`config.mk`:
```
export PLATFORM = sky130hd
export DESIGN_NAME = sdrc_app_arb
export DESIGN_NICKNAME = d
export VERILOG_FILES = /design/src/rtl/sdrc_app_arb.sv
export SDC_FILE = /design/constraint.sdc
export NUM_CORES = 1
export LEC_CHECK = 0
export CAP_MARGIN = 20
export CORE_AREA = 10 10 170 172
export CTS_BUF_LIST = sky130_fd_sc_hd__clkbuf_16
export DETAILED_ROUTE_END_ITERATION = 8
export DIE_AREA = 0 0 180 182
export HOLD_SLACK_MARGIN = 0.05
export SKIP_CTS_REPAIR_TIMING = 1
export SLEW_MARGIN = 5
export SYNTH_ARGS = -nofsm -noshare
export SYNTH_HDL_FRONTEND = slang
export SYNTH_SLANG_ARGS = --single-unit
```
`constraint.sdc`:
```
create_clock -name sdram_clk -period 4.55 [get_ports sdram_clk]
set_clock_uncertainty 0.2 [all_clocks]
set_input_delay 0.91 -clock sdram_clk [delete_from_list [all_inputs] [get_ports sdram_clk]]
set_output_delay 0.91 -clock sdram_clk [all_outputs]
set_load 0.02 [all_outputs]
```
`src/rtl/sdrc_app_arb.sv`:
```
// Round-robin arbiter sharing the sdrc_core application port among NREQ requesters.
// One transfer outstanding at a time; the grant is held until the burst's last beat.
module sdrc_app_arb #(
  parameter int NREQ   = 4,
  parameter int GW     = 2,
  parameter int APP_AW = 26,
  parameter int dw     = 32,
  parameter int bl     = 9
) (
  input  logic                   sdram_clk,
  input  logic                   sdram_resetn,
  input  logic [NREQ-1:0]        req_valid,
  input  logic [NREQ*APP_AW-1:0] req_addr,
  input  logic [NREQ*bl-1:0]     req_len,
  input  logic [NREQ-1:0]        req_wr_n,
  input  logic [NREQ*dw-1:0]     req_wr_data,
  input  logic [NREQ*dw/8-1:0]   req_wr_en_n,
  output logic [NREQ-1:0]        req_ack,
  output logic [NREQ-1:0]        req_wr_next,
  output logic [NREQ-1:0]        req_rd_valid,
  output logic [NREQ-1:0]        req_last_rd,
  output logic [dw-1:0]          req_rd_data,
  output logic                   app_req,
  output logic [APP_AW-1:0]      app_req_addr,
  output logic [bl-1:0]          app_req_len,
  output logic                   app_req_wr_n,
  input  logic                   app_req_ack,
  output logic [dw-1:0]          app_wr_data,
  output logic [dw/8-1:0]        app_wr_en_n,
  input  logic                   app_wr_next_req,
  input  logic                   app_last_wr,
  input  logic                   app_rd_valid,
  input  logic                   app_last_rd,
  input  logic [dw-1:0]          app_rd_data,
  output logic [GW-1:0]          grant_id,
  output logic                   arb_busy
);

  localparam int BW = dw / 8;

  typedef enum logic [1:0] {IDLE, CMD, WR, RD} state_t;

  state_t            r_state;
  logic [GW-1:0]     r_rr_ptr;
  logic [GW-1:0]     r_grant;
  logic              r_app_req;
  logic [APP_AW-1:0] r_app_req_addr;
  logic [bl-1:0]     r_app_req_len;
  logic              r_app_req_wr_n;

  logic              w_found;
  logic [GW-1:0]     w_sel;
  logic [NREQ-1:0]   w_onehot;
  logic              w_data_phase;
  logic              w_wr_done;

  // Search rr_ptr+1 .. rr_ptr+NREQ; iterating downwards lets the nearest hit win.
  always_comb begin
    logic [GW:0] idx;
    w_found = 1'b0;
    w_sel   = '0;
    idx     = '0;
    for (int k = NREQ; k >= 1; k--) begin
      idx = {1'b0, r_rr_ptr} + (GW+1)'(k);
      if (idx >= (GW+1)'(NREQ)) idx = idx - (GW+1)'(NREQ);
      if (req_valid[idx[GW-1:0]]) begin
        w_found = 1'b1;
        w_sel   = idx[GW-1:0];
      end
    end
  end

  assign w_wr_done = app_wr_next_req && app_last_wr;

  always_ff @(posedge sdram_clk or negedge sdram_resetn) begin
    if (!sdram_resetn) begin
      r_state        <= IDLE;
      r_rr_ptr       <= GW'(NREQ - 1);
      r_grant        <= '0;
      r_app_req      <= 1'b0;
      r_app_req_addr <= '0;
      r_app_req_len  <= '0;
      r_app_req_wr_n <= 1'b0;
    end else begin
      case (r_state)
        IDLE: begin
          if (w_found) begin
            r_app_req_addr <= req_addr[int'(w_sel)*APP_AW +: APP_AW];
            r_app_req_len  <= req_len[int'(w_sel)*bl +: bl];
            r_app_req_wr_n <= req_wr_n[w_sel];
            r_grant        <= w_sel;
            r_rr_ptr       <= w_sel;
            r_app_req      <= 1'b1;
            r_state        <= CMD;
          end
        end
        CMD: begin
          if (app_req_ack) begin
            r_app_req <= 1'b0;
            if (r_app_req_wr_n)  r_state <= RD;
            else if (w_wr_done)  r_state <= IDLE;
            else                 r_state <= WR;
          end
        end
        WR: if (w_wr_done) r_state <= IDLE;
        RD: if (app_rd_valid && app_last_rd) r_state <= IDLE;
        default: r_state <= IDLE;
      endcase
    end
  end

  assign w_onehot     = NREQ'(1) << r_grant;
  assign w_data_phase = (r_state == CMD) || (r_state == WR);

  // A write beat may be consumed in the same cycle the command is accepted.
  assign req_ack      = (r_state == CMD && app_req_ack) ? w_onehot : '0;
  assign req_wr_next  = (app_wr_next_req && ((r_state == WR) ||
                        (r_state == CMD && app_req_ack && !r_app_req_wr_n))) ? w_onehot : '0;
  assign req_rd_valid = (r_state == RD && app_rd_valid) ? w_onehot : '0;
  assign req_last_rd  = (r_state == RD && app_last_rd)  ? w_onehot : '0;
  assign req_rd_data  = app_rd_data;

  assign app_wr_data  = w_data_phase ? req_wr_data[int'(r_grant)*dw +: dw] : '0;
  assign app_wr_en_n  = w_data_phase ? req_wr_en_n[int'(r_grant)*BW +: BW] : '1;

  assign app_req      = r_app_req;
  assign app_req_addr = r_app_req_addr;
  assign app_req_len  = r_app_req_len;
  assign app_req_wr_n = r_app_req_wr_n;
  assign grant_id     = r_grant;
  assign arb_busy     = (r_state != IDLE);

endmodule

```
==> reports/metrics.csv <==
stage;metric;value;unit
grt;grt_max_degree;75;
die;core_region_area;25620;um^2
die;core.rowCount;59;
synthesis;synth_seq_area_share;0.2419;
synthesis;synth-edff-count;0;
setup_path;worstPathArrival;2.63;ns
pwr;internal-power;2.639;mW
pwr;clkPwrFrac;0.090;
drt;routed_wl;23510;um
drt;num_vias;4590;
drt;firstDrtPassIters;4;
synthesis;synthSimpleGateAreaFrac;0.1330;
drt;viasPerCell;4.266;
clock_tree;cts.clk_slew.worst_paths;0.07;ns
clock_tree;cts_tree;done;
pwr;power_switching;2.126;mW
clock_tree;clock_latency;0.29;ns
synthesis;synth_top_family_by_area;multiplexers;
grt;grt_antenna_before_repair;2;
grt;grt_pass1_wl;34050;um
sta;period_minus_slack;3.735;ns
die;initial_core_util;0.1741;
synthesis;syn_inst;400;
sta;fmax;267.7;MHz
pwr;netSwitchingFraction;0.4462;
sta;fin_crit_sh;0.8209;
setup_path;worst_setup_path_end_kind;primary output;
synthesis;yosys.area_share.adder;0.01403;
sta;max_slew_margin;0.3080;
setup_path;critPathKind;in -> out;
run_status;status;completed;
sta;worstMarginPinSlew;1.038;ns
sta;slew_violations;0;
synthesis;syn_nets;736;
finish;layout.nets;1074;
synthesis;ys_ff_latch;43;
grt;grt_usage;0.1341;
finish;layout-drive-gt1-share;0.1313;
clock_tree;clock-sinks;43;
synthesis;synthArstFlopShare;1.000;
clock_tree;cts_root_buffer;clkbuf_16;
hold_path;holdCritPathClass;reg -> reg;
place;globalplace.congestion;0.8318;
sta;hold_viol;0;
synthesis;ys_warn_count;0;
die;dieArea;32760;um^2
sta;rsz0062_at_grt;no;
pwr;p_comb_frac;0.743;
synthesis;synth_compound_area_frac;0.1442;
drt;wl_per_cell;21.85;um
sta;setup_viol;0;
setup_path;critPathMaxFanout;6;
drt;postRouteAntennaNets;0;
finish;area_growth;91.13;%
pwr;ir_worst_vdd;0.0002931;V
finish;layout.cells.non_filler;1076;
sta;setup_slack;0.8148;ns
drt;drc_errors;0;
synthesis;synth_ff_type;dfrtp_1;
pwr;seqPwrFrac;0.167;
die;ioPinCount;455;
finish;fillCellCount;2637;
die;floorplan.die.width;180;um
grt;grt_pass1_vias;5258;
place;io_buffers;390;
setup_path;cp-start-kind;primary input;
pwr;power.density;559.1;nW/um^2
synthesis;syn-cell-area;4459;um^2
clock_tree;htreeDepth;2;
clock_tree;cts_made_buffers;5;
synthesis;yosys.area_share.xor_xnor;0;
pwr;leakagePower;3.284;nW
sta;whs;0.2835;ns
synthesis;avgSynthCellArea;11.15;um^2
die;dieHeight;182;um
synthesis;ys_types;32;
clock_tree;cts_buffer_depth;2;
place;dp_hpwl;20290;um
drt;drt_iter0_markers;113;
finish;fin_area;8523;um^2
place;dpl_cell_area;8329;um^2
place;placedCellCount;1065;
place;dpl_worst_slack;0.8040;ns
setup_path;required;3.44;ns
grt;grt_overflow;0;
sta;tns;0;ns
flow_run;drv_cap;0;
synthesis;synthMuxAreaShare;0.3457;
-- area by class of cell --
class	count	area, um^2	area share
tap	335	419.2	0.04918
timing repair buffer	396	3981	0.4671
antenna	2	5.005	0.0005872
sequential	43	1081	0.1268
inverter	5	18.77	0.002202
multi-input combinational	287	2849	0.3343
clock inverter	3	43.79	0.005138
clock buffer	5	125.1	0.01468
-- worst max-delay path, cell delays in order --
cell and delay (ns):
clkdlybuf4s50_1 0.48, nand2_1 0.13, nor2_1 0.11, o21ai_0 0.17
nor3_1 0.18, clkdlybuf4s50_1 0.64
-- layer usage --
layer  routed length [um]  vias up  track usage
met5                    0        -            0
met3                 2431       28      0.05845
li1                     -     2138            -
met1                 8923     2154       0.1418
met2                11690      270       0.2382
met4                  463        0      0.03573
-- cell usage after synthesis (all sizes together), types with 5 or more instances --
master	n	area share
nand2	50	0.044
nand2b	10	0.014
a21oi	8	0.0090
mux4	36	0.18
inv	5	0.0042
ha	5	0.014
mux2i	73	0.16
and2	32	0.045
o221ai	36	0.12
nor2	22	0.019
dfrtp	41	0.23
buf	53	0.10
clkbuf	12	0.013
-- flip-flops by register name, indices dropped and copies added (netlist names) --
register / count
r_rr_ptr: 2
app_req_wr_n: 1
grant_id: 2
app_req_len: 9
app_req: 1
app_req_addr: 26
r_state: 2
-- layout by cell type, fill, tap and decap left out, types with 2 or more instances in the layout --
master / n
a21oi_1: 8
and2_1: 32
buf_12: 3
buf_4: 3
clkbuf_16: 5
clkdlybuf4s50_1: 389
dfrtp_1: 39
dfrtp_2: 2
dfstp_2: 2
diode_2: 2
ha_1: 5
inv_1: 5
mux2i_1: 73
mux4_2: 36
nand2_1: 49
nand2b_1: 9
nor2_1: 22
nor3_1: 2
o21ai_0: 3
o221ai_2: 36
-- power groups by stage --
stage	combinational [mW]	sequential, mW	clock (mW)
after floorplan	2.11	0.888	0
after global placement	3.62	0.794	0
after detailed placement	3.63	0.799	0
after CTS	3.63	0.801	0.442
after global routing	3.81	0.827	0.464
final	3.54	0.794	0.428
-- metrics by stage --
step	power, mW	utilization
after floorplan	3.001	-
after global placement	4.411	0.3252
after detailed placement	4.429	0.3252
after CTS	4.871	0.3318
after global routing	5.106	0.3327
final	4.765	0.3327
-- worst paths after layout --
| kind | slack [ns] | endpoint | startpoint | depth (start not counted) |
|---|---|---|---|---|
| worst max-delay path | 0.81 | req_wr_next[0] | app_req_ack | 6 |
| worst min-delay path | 0.28 | app_req_addr[25]$_DFFE_PN0P_ | app_req_addr[25]$_DFFE_PN0P_ | 2 |
| worst max register to register | 2.09 | app_req_addr[8]$_DFFE_PN0P_ | r_rr_ptr[1]$_DFFE_PN1P_ | 6 |
| worst min register to register | 0.28 | app_req_addr[25]$_DFFE_PN0P_ | app_req_addr[25]$_DFFE_PN0P_ | 2 |
| max in group asynchronous | 3.24 | r_rr_ptr[0]$_DFFE_PN1P_ | sdram_resetn | 2 |
| min in group asynchronous | 0.33 | app_req_addr[15]$_DFFE_PN0P_ | sdram_resetn | 1 |
-- logic make-up after synthesis --
group           after synthesis
fa+ha+maj                     5
buf+inv                      70
mux                         109
simple gates                121
flops                        43
compound gates               52
No activity file was read; power rests on OpenSTA's default activity.
